<file path="config.mk">
export PLATFORM = sky130hd
export DESIGN_NAME = uart_tx_datapath
export DESIGN_NICKNAME = d
export VERILOG_FILES = /design/src/rtl/uart_tx_datapath.sv
export SDC_FILE = /design/constraint.sdc
export NUM_CORES = 1
export LEC_CHECK = 0
export CAP_MARGIN = 20
export CORE_AREA = 2 2 40 42
export DETAILED_ROUTE_END_ITERATION = 12
export DIE_AREA = 0 0 42 44
export PLACE_DENSITY = 0.78
export RECOVER_POWER = 25
export REMOVE_ABC_BUFFERS = 1
export SYNTH_ARGS = -nofsm -noshare
export SYNTH_HDL_FRONTEND = slang
export SYNTH_SLANG_ARGS = --single-unit
</file>
<file path="constraint.sdc">
create_clock -name CLK -period 3.7 [get_ports CLK]
set_clock_uncertainty 0.1 [all_clocks]
set_input_delay 0.37 -clock CLK [delete_from_list [all_inputs] [get_ports CLK]]
set_output_delay 0.37 -clock CLK [all_outputs]
set_load 0.1 [all_outputs]
</file>
<file path="src/rtl/uart_tx_datapath.sv">
// UART transmit datapath: parallel load, LSB-first serializer with bit
// counter, parity generator and a registered line mux driving TX_OUT.
// The Tx controller owns all sequencing. This block only tracks the bit
// position and reports the last data bit through Ser_done.
module uart_tx_datapath #(
    parameter int DATA_WIDTH = 8
) (
    input  logic                  CLK,
    input  logic                  Reset,
    input  logic [DATA_WIDTH-1:0] P_DATA,
    input  logic                  Data_valid,
    input  logic                  Busy,
    input  logic                  Parity_Type,
    input  logic                  Ser_EN,
    input  logic [1:0]            Mux_control,
    output logic                  Ser_done,
    output logic                  TX_OUT
);

    localparam int CNT_W = (DATA_WIDTH > 1) ? $clog2(DATA_WIDTH) : 1;
    localparam logic [CNT_W-1:0] CNT_LAST = CNT_W'(DATA_WIDTH - 1);

    localparam logic [1:0] SEL_START  = 2'b00;
    localparam logic [1:0] SEL_IDLE   = 2'b01;
    localparam logic [1:0] SEL_DATA   = 2'b10;
    localparam logic [1:0] SEL_PARITY = 2'b11;

    logic [DATA_WIDTH-1:0] shift_reg;
    logic [CNT_W-1:0]      bit_cnt;
    logic                  parity_bit;
    logic                  load_en;
    logic                  ser_data;

    // A load request while the controller is busy is dropped entirely.
    assign load_en  = Data_valid && !Busy;
    assign ser_data = shift_reg[0];

    // Done is flagged while the last data bit is on the serializer output.
    assign Ser_done = Ser_EN && (bit_cnt == CNT_LAST);

    // Data register: load captures the byte, shift moves the next bit to bit 0.
    always_ff @(posedge CLK or negedge Reset) begin
        if (!Reset) begin
            shift_reg <= '0;
        end else if (load_en) begin
            shift_reg <= P_DATA;
        end else if (Ser_EN) begin
            shift_reg <= shift_reg >> 1;
        end
    end

    // Bit counter: wraps after the last bit so stray enables restart the count.
    always_ff @(posedge CLK or negedge Reset) begin
        if (!Reset) begin
            bit_cnt <= '0;
        end else if (load_en) begin
            bit_cnt <= '0;
        end else if (Ser_EN) begin
            bit_cnt <= (bit_cnt == CNT_LAST) ? '0 : bit_cnt + CNT_W'(1);
        end
    end

    // Parity is computed from the byte at load time and held for the frame,
    // so later changes to P_DATA or Parity_Type cannot disturb it.
    always_ff @(posedge CLK or negedge Reset) begin
        if (!Reset) begin
            parity_bit <= 1'b0;
        end else if (load_en) begin
            parity_bit <= Parity_Type ? ~^P_DATA : ^P_DATA;
        end
    end

    // Line mux: registered so the pin is glitch-free and lags the select by one cycle.
    always_ff @(posedge CLK or negedge Reset) begin
        if (!Reset) begin
            TX_OUT <= 1'b1;
        end else begin
            unique case (Mux_control)
                SEL_START:  TX_OUT <= 1'b0;
                SEL_IDLE:   TX_OUT <= 1'b1;
                SEL_DATA:   TX_OUT <= ser_data;
                SEL_PARITY: TX_OUT <= parity_bit;
                default:    TX_OUT <= 1'b1;
            endcase
        end
    end

endmodule

</file>
Yosys cells after proc, flatten, opt, wreduce, memory -nomap -nowiden
Cells that the tools add are included.

word-level totals
  register bits = 13
  bits of input ports = 16
  output and inout bits = 2
  logic and storage cells = 23

operators by class
  add/sub/neg operators = 1
  equal/unequal tests = 4
  multiplexer cells = 7
  reduce and logical (&&, ||, !) cells = 7

operator list
  cell                 number
  $mux 8               2
  $mux 3               3
  $reduce_xnor 8->1    1
  $reduce_xor 8->1     1
  $eq 2x2->1 const B   2
  $pmux 1 s4           1
  $add 3x1->3 const B  1
  $eq 3x3->1 const B   1
  $eq 2x1->1 const B   1
  $logic_and 1x1->1    2
  $logic_not 2->1      1
  $reduce_bool 2->1    1
  $logic_not 1->1      1
  $mux 1               1

Depth between registers and ports, before layout
Gate-level depths: netlist (run 1).

  word-level depth = 4
  depth in mapped cells = 4
  gate-level depth less buffers = 4

Least setup slack after synthesis (run 1)
OpenSTA, ideal clock, no wires.

  kind = register to output
  start point = register bit_cnt[0]
  end point = output Ser_done
  data arrival time = 1,362 ps
  required time = 3,230 ps
  path slack = 1,868 ps
  stages on the path, launching flop included = 4
  path buffers = 0
  cells stage by stage = dfrtp_1 > ha_1 > ha_1 > and2_1

between the ends
  word-level cells in the longest chain between the ends = 2

ends and longest elaborated chain
  element                   line  text
  start: declaration        29    logic [CNT_W-1:0] bit_cnt;
  start signal: assignment  59    bit_cnt <= (bit_cnt == CNT_LAST) ? '0 : bit_cnt + CNT_W'(1);
  $eq 3x3->1                39    assign Ser_done = Ser_EN && (bit_cnt == CNT_LAST);
  $logic_and 1x1->1         39
  end: declaration          16    output logic Ser_done,

Every way passes these cells.

Worst setup path in the final report (run 1)
  start point = register TX_OUT
  end point = output TX_OUT

RTL lines
  element                   line  text
  start: declaration        17    output logic TX_OUT
  start signal: assignment  81    SEL_DATA: TX_OUT <= ser_data;
  start signal: assignment  82    SEL_PARITY: TX_OUT <= parity_bit;

No word-level cell between the ends.

==> impl_metrics.ini, run 1 <==
[outcome]
status = finished clean

[floorplan]
start_util_pct = 46.8
die_x_um = 42
row_count = 14
die-area_um2 = 1850
io_pins = 18
die_h_um = 44
core_um2 = 1420

[timing]
min_period_ns = 2.39
drv_slew = 0
grt_setup_unrepaired = no
tns_ns = 0
hold_viol = 0
fmax_mhz = 419
tightest_slew_ns = 0.962
worst_slack_ns = 1.31
slew_headroom_pct = 35.6
setup_viol_count_final = 0
post-route-period-util_pct = 64.5

[critical_path]
crit_path_start_kind = register
arrival_ns = 1.92
path_delay_family = buffers and inverters
slowest_stage = clkdlybuf4s50_1
r2r-start = bit_cnt[0]$_DFFE_PN0P_
rr_endpoint = bit_cnt[0]$_DFFE_PN0P_
path_cells = clkdlybuf4s50_1
critical_path_class = register to primary output
cp_max_fo = 1
cp-end-kind = primary output
crit_path_max_incr_delay_ns = 1.12
ff2ff_setup_slack_ns = 2.43
rr_worst_depth = 4
cp_num_buf_inv = 1
cp.required_ns = 3.23

[clock_network]
cts_tree = done
cts_buffers = 3
holdBufCountCts = 0
cts_sinks = 13
cts_resized = 0
cts_buffer_depth = 2
clk_pin_slew_ns = 0.08
htree_levels = 1
post_cts_buffers = 0
clock_latency_ns = 0.27
cts_root_buf = clkbuf_4

[global_route]
grt_start_max_net_pins = 21
antenna_found_initial = 0
grt_pass1_wl_um = 2010
grt_pass1_vias = 462
overflow = 0
grtUsageTotal_pct = 15.4

[final_layout]
design_area_um2 = 881
drive_above_1_share_pct = 8.64
area_growth_pct = 32.6
largest_reg_flops = 8
num-nets-final = 100
antennaDiodeCount = 0
fill_cells = 123

[synthesis]
synthesis.area_um2 = 664
syn_avg_cell_area_um2 = 10.9
ys_ff_latch = 13
yosysUniqueCellTypes = 19
synth_area_leaders = dfrtp_1 (45%), mux2i_1 (15%), xnor2_1 (6.6%), o21ai_0 (6.0%), nand2_1 (4.5%)
synth_top_area_share_pct = 45.2
yosysSeqAreaShare_pct = 49.2
synthCells = 61
synth_largest_area_cell = dfrtp_1
yosysWarnings = 0

[detailed_routing]
vias = 480
via_per_inst = 4.95
wl_per_cell_um = 11.9
drtPass1Iterations = 4
drtIter0Drc = 4
drc = 0
routed_wl_um = 1160
antenna_left = 0

[place]
placed_area_um2 = 855
io_buffers = 17
place_ws_ns = 1.62
dp_hpwl_um = 892
globalplace.congestion = 0.722

[worst_hold_path]
hold_class = primary input to async pin

[run]
maxCapViolations = 0

[pwr]
powerDensity_nw_per_um2 = 450
p_leak_nw = 0.407
ir_drop_uv = 194
==> cells in the final DEF (no fill, tap or decap), drive strengths merged, types with 2 or more instances in the layout <==
cell type	count
xnor2	5
mux2i	10
nor2	2
xor2	2
dlygate4sd3	2
nand2	8
dfrtp	12
o21ai	8
buf	3
ha	2
clkbuf	4
clkdlybuf4s50	14
==> synth_stat cells (all sizes together) <==
cell type	instances
ha	2
mux2i	10
nor3	1
dfrtp	12
buf	1
dfstp	1
o21ai	8
a31oi	1
a21oi	1
xor2	2
inv	1
nor2	2
nand2b	1
nor2b	1
and2	1
nand2	8
clkbuf	2
xnor3	1
xnor2	5
==> kinds of logic (layout without fill, tap and decap cells) <==
| family | count (synthesis) | after routing | share of synthesized area [%] |
|---|---|---|---|
| AND/OR/NAND/NOR | 14 | 14 | 9.23 |
| multiplexers | 10 | 10 | 15.1 |
| buffers and inverters | 4 | 24 | 2.45 |
| adder cells (fa/ha/maj) | 2 | 2 | 3.77 |
| XOR/XNOR | 8 | 8 | 12.6 |
| AO/OA/AOI/OAI | 10 | 10 | 7.72 |
| flip-flops | 13 | 13 | 49.2 |
==> through the flow <==
stage | total power [mW] | util, % | std cells | hold WS, ns
2_1_floorplan | 0.269 | - | 58 | -0.0256
5_1_grt | 0.421 | 62.1 | 97 | 0.459
4_1_cts | 0.401 | 62.1 | 97 | 0.380
3_3_place_gp | 0.308 | 60.2 | 93 | 0.406
6_report | 0.396 | 62.1 | 97 | 0.426
3_5_place_dp | 0.313 | 60.2 | 93 | 0.421
==> where the power goes <==
group	internal [mW]	total [mW]	leakage (nW)	switching (mW)
registers	0.175	0.192	0.161	0.0165
logic	0.0577	0.116	0.231	0.0582
clock network	0.0418	0.0888	0.0150	0.0470
total	0.275	0.396	0.407	0.122
==> routing by layer <==
metal  share of wire (%)  GRT usage [%]  up-vias
li1                    -              -      245
met1                  45           17.6      222
met2                  49           25.0        9
met3                 3.4           5.00        4
met4                 2.1           9.68        0
met5                   0              0        -
==> worst max path at each step <==
stage	startpoint	end	depth (start not counted)
after detailed placement	TX_OUT$_DFF_PN1_	TX_OUT	1
after floorplan	bit_cnt[0]$_DFFE_PN0P_	Ser_done	3
final	TX_OUT$_DFF_PN1_	TX_OUT	1
after CTS	TX_OUT$_DFF_PN1_	TX_OUT	1
after global placement	TX_OUT$_DFF_PN1_	TX_OUT	1
after global routing	TX_OUT$_DFF_PN1_	TX_OUT	1
==> cell type report <==
type                            count  area [µm²]  area share (%)
Clock buffer                        4        26.3            2.98
Tap cell                           16        20.0            2.27
Inverter                            1        3.75           0.426
Multi-Input combinational cell     44         322            36.5
Sequential cell                    13         327            37.1
Timing Repair Buffer               19         183            20.7
No activity file was read; power rests on OpenSTA's default activity.
==> run 2, diff against run 1 <==
--- a/config.mk
+++ b/config.mk
@@ -6,10 +6,10 @@
 export NUM_CORES = 1
 export LEC_CHECK = 0
 export CAP_MARGIN = 20
-export CORE_AREA = 2 2 40 42
+export CORE_AREA = 2 2 42 44
 export DETAILED_ROUTE_END_ITERATION = 12
-export DIE_AREA = 0 0 42 44
-export PLACE_DENSITY = 0.78
+export DIE_AREA = 0 0 44 46
+export PLACE_DENSITY = 0.72
 export RECOVER_POWER = 25
 export REMOVE_ABC_BUFFERS = 1
 export SYNTH_ARGS = -nofsm -noshare
==> constraint.sdc (replaced) <==
create_clock -name CLK -period 2.24 [get_ports CLK]
set_clock_uncertainty 0.1 [all_clocks]
set_input_delay 0.224 -clock CLK [delete_from_list [all_inputs] [get_ports CLK]]
set_output_delay 0.224 -clock CLK [all_outputs]
set_load 0.1 [all_outputs]
==> run 2 against run 1 <==
Against the previous run: sequential power up 66%; clock power up 66%; non-clock buffer count unchanged; global-route usage down 0.78 points; first-iteration DRC count down 50%; clock-buffer cell count unchanged; routed wire length up 2.8%; combinational power up 68%; utilization down 6.8 points; sequential cell count unchanged; critical path type unchanged; largest power group unchanged.
==> impl_metrics.ini, run 2 (synthesis results as in run 1) <==
[pwr]
ir_drop_uv = 399
powerDensity_nw_per_um2 = 740
p_total_mw = 0.660
p_leak_nw = 0.410

[final_layout]
drive_above_1_share_pct = 9.88
largest_reg_flops = 8
multi_input_area_um2 = 322
mostFrequentLayoutCell = clkdlybuf4s50_1
final_cell_mix = clkdlybuf4s50_1 (13), dfrtp_1 (12), mux2i_1 (10)
area_growth_pct = 34.3
fill_cells = 154
antennaDiodeCount = 0
num-nets-final = 100
regArea_um2 = 327

[clock_network]
cts_sinks = 13
cts_buffers = 3
clock_latency_ns = 0.28
clk_pin_slew_ns = 0.08
cts_buffer_depth = 2
htree_levels = 1
post_cts_buffers = 0
cts_resized = 0
cts_root_buf = clkbuf_4
holdBufCountCts = 0
cts_tree = done

[critical_path]
ff2ff_setup_slack_ns = 0.94
cp.required_ns = 1.92
r2r-start = bit_cnt[0]$_DFFE_PN0P_
arrival_ns = 1.39
crit_path_max_incr_delay_ns = 0.40
critical_path_class = register to primary output
rr_worst_depth = 4
cp_num_buf_inv = 1
path_delay_family = flip-flops
rr_endpoint = bit_cnt[0]$_DFFE_PN0P_
cp_common_cell = ha_1
cp_max_fo = 2
path_cells = ha_1, ha_1, and2_1, buf_12
crit_path_start_kind = register
slowest_stage = dfrtp_1
cp-end-kind = primary output

[global_route]
overflow = 0
met3_usage_pct = 4.76
met1_usage_pct = 16.2
grtUsageMet2_pct = 25.9
grt_pass1_wl_um = 2080
top_usage_layer = met2
grt_start_max_net_pins = 21
grtUsageTotal_pct = 14.6
grt_pass1_vias = 486
antenna_found_initial = 0

[timing]
post-route-period-util_pct = 76.3
slew_headroom_pct = 60.8
grt_setup_unrepaired = no
min_period_ns = 1.71
fmax_mhz = 585
hold_viol = 0
drv_slew = 0
setup_viol_count_final = 0
tightest_slew_ns = 0.586
tns_ns = 0

[floorplan]
core_um2 = 1610
start_util_pct = 41.2
row_count = 15
die_h_um = 46
die_x_um = 44
die-area_um2 = 2020
io_pins = 18

[outcome]
status = finished clean

[place]
dp_hpwl_um = 925
globalplace.congestion = 0.701
io_buffers = 17

[detailed_routing]
via_per_inst = 4.99
antenna_left = 0
drc = 0
routed_wl_um = 1190
wl_per_cell_um = 12.1
drtIter0Drc = 2
drtPass1Iterations = 4
vias = 489

[run]
maxCapViolations = 0

[worst_hold_path]
hold_class = primary input to async pin
[run 2: worst max-delay path by stage]
stage	from	endpoint	slack, ns	cells after the start
CTS	bit_cnt[0]$_DFFE_PN0P_	Ser_done	0.51	4
finish	bit_cnt[0]$_DFFE_PN0P_	Ser_done	0.53	4
detailed placement	P_DATA[3]	parity_bit$_DFFE_PN0P_	0.42	5
floorplan	bit_cnt[0]$_DFFE_PN0P_	bit_cnt[0]$_DFFE_PN0P_	0.48	4
global route	bit_cnt[0]$_DFFE_PN0P_	Ser_done	0.46	4
global placement	P_DATA[2]	parity_bit$_DFFE_PN0P_	0.43	5
[run 2: cell type report]
cell class	count	share of cell area [%]
Multi-Input combinational cell	44	36.0
Inverter	1	0.421
Timing Repair Buffer	19	21.6
Sequential cell	13	36.6
Tap cell	17	2.38
Clock buffer	4	2.95
[run 2: power by group]
part,switching (mW),internal (mW)
Clock,0.0781,0.0690
Sequential,0.0279,0.290
Combinational,0.0993,0.0960
Total,0.205,0.455
[run 2: metrics by stage]
step | hold slack, ns | util, % | std cells | setup WS [ns] | area [µm²]
floorplan | -0.172 | - | 58 | 0.482 | 652
global placement | 0.410 | 53.6 | 94 | 0.431 | 866
detailed placement | 0.428 | 53.6 | 94 | 0.422 | 866
CTS | 0.220 | 55.3 | 98 | 0.509 | 892
global route | 0.321 | 55.3 | 98 | 0.455 | 892
finish | 0.282 | 55.3 | 98 | 0.531 | 892
[run 2: metal layers]
layer  vias up  part of all wire, %
met4         0                    0
met2        12                   52
met5         -                    0
met1       231                   43
met3         0                  4.7
li1        246                    -
==> run 3, diff against run 2 <==
==> constraint.sdc (replaced) <==
create_clock -name CLK -period 1.7 [get_ports CLK]
set_clock_uncertainty 0.1 [all_clocks]
set_input_delay 0.17 -clock CLK [delete_from_list [all_inputs] [get_ports CLK]]
set_output_delay 0.17 -clock CLK [all_outputs]
set_load 0.1 [all_outputs]
==> run 3 against run 2 <==
Against the previous run: clock power increased by 31%; largest power group unchanged; sequential cell count unchanged; die area stayed put; setup slack worse by 0.44 ns; via count up 1.4%; routed wire length grew 1.7%; critical path depth stayed put; global-route usage rose by 0.25 points.
==> impl_metrics.ini, run 3 (synthesis results as in run 1) <==
[run]
maxCapViolations = 0

[floorplan]
die-area_um2 = 2020
die_x_um = 44
die_h_um = 46
core_um2 = 1610
start_util_pct = 41.2
io_pins = 18
row_count = 15

[clock_network]
clock_latency_ns = 0.27
cts_tree = done
cts_sinks = 13
htree_levels = 1
holdBufCountCts = 0
clk_pin_slew_ns = 0.08
cts_buffer_depth = 2
cts_root_buf = clkbuf_4
cts_buffers = 3

[critical_path]
arrival_ns = 1.34
crit_path_max_incr_delay_ns = 0.40
cp.required_ns = 1.43
path_delay_family = flip-flops
r2r-start = bit_cnt[0]$_DFFE_PN0P_
rr_endpoint = bit_cnt[2]$_DFFE_PN0P_
path_cells = ha_1, ha_1, and2_4, buf_12
ff2ff_setup_slack_ns = 0.43
slowest_stage = dfrtp_1
cp_max_fo = 2
crit_path_start_kind = register
rr_worst_depth = 4
cp_num_buf_inv = 1
cp_common_cell = ha_1
critical_path_class = register to primary output
cp-end-kind = primary output

[final_layout]
instances_no_fill = 101
multi_input_area_um2 = 324
fin_util_pct = 57.6
final_cell_mix = clkdlybuf4s50_1 (14), dfrtp_1 (12), mux2i_1 (10)
area_growth_pct = 39.9
regArea_um2 = 327
mostFrequentLayoutCell = clkdlybuf4s50_1
drive_above_1_share_pct = 14.3
largest_reg_flops = 8
num-nets-final = 103
antennaDiodeCount = 0
fill_cells = 145

[timing]
fmax_mhz = 621
setup_viol_count_final = 0
grt_setup_unrepaired = no
slew_headroom_pct = 59.3
drv_slew = 0
min_period_ns = 1.61
hold_viol = 0
worst_slack_ns = 0.0886
whs_ns = 0.241
tightest_slew_ns = 0.608
post-route-period-util_pct = 94.8

[global_route]
grtUsageTotal_pct = 14.8
grt_pass1_wl_um = 2130
grt_start_max_net_pins = 21
grt_pass1_vias = 516
overflow = 0
antenna_found_initial = 0

[detailed_routing]
wl_per_cell_um = 12.0
via_per_inst = 4.91
antenna_left = 0
drtIter0Drc = 6
routed_wl_um = 1210
drtPass1Iterations = 4
vias = 496
drc = 0

[worst_hold_path]
hold_class = primary input to async pin

[pwr]
p_leak_nw = 0.431
p_total_mw = 0.898
ir_drop_uv = 481
powerDensity_nw_per_um2 = 966

[place]
dp_cells = 96
globalplace.congestion = 0.681
dp_hpwl_um = 914
place_ws_ns = -0.0309
io_buffers = 17

[outcome]
status = finished clean
[run 3: worst max path at each step]
stage	from	to	cells past startpoint
2_1_floorplan	bit_cnt[0]$_DFFE_PN0P_	bit_cnt[0]$_DFFE_PN0P_	4
5_1_grt	bit_cnt[0]$_DFFE_PN0P_	Ser_done	4
6_report	bit_cnt[0]$_DFFE_PN0P_	Ser_done	4
3_5_place_dp	P_DATA[3]	parity_bit$_DFFE_PN0P_	5
3_3_place_gp	P_DATA[2]	parity_bit$_DFFE_PN0P_	5
4_1_cts	bit_cnt[0]$_DFFE_PN0P_	Ser_done	4
[run 3: stage by stage]
step	setup TNS (ns)	area, µm²
2_1_floorplan	-0.0578	652
3_3_place_gp	-0.00683	893
3_5_place_dp	-0.0309	893
4_1_cts	0	920
5_1_grt	0	930
6_report	0	930
[run 3: final cells by class]
class / instances / area share [%]
Clock buffer: 4 / 2.83
Inverter: 1 / 0.404
Multi-Input combinational cell: 44 / 34.9
Sequential cell: 13 / 35.1
Tap cell: 17 / 2.29
Timing Repair Buffer: 22 / 24.5
[run 3: power breakdown]
group | total [mW] | internal [mW] | switching [mW]
clock network | 0.193 | 0.0909 | 0.102
logic | 0.285 | 0.151 | 0.135
registers | 0.419 | 0.382 | 0.0373
[run 3: per-layer routing]
metal / global-route usage, % / vias up / share of wire (%)
li1: - / 251 / -
met1: 17.2 / 234 / 47
met2: 25.6 / 9 / 48
met3: 1.19 / 2 / 2.6
met4: 10.9 / 0 / 1.6
met5: 0 / - / 0
[run 3: timing repair]
| action | in CTS | in global routing |
|---|---|---|
| resized for setup | 0 | 1 |
| buffers inserted | 0 | 1 |
| endpoints found under the setup margin | 0 | 1 |
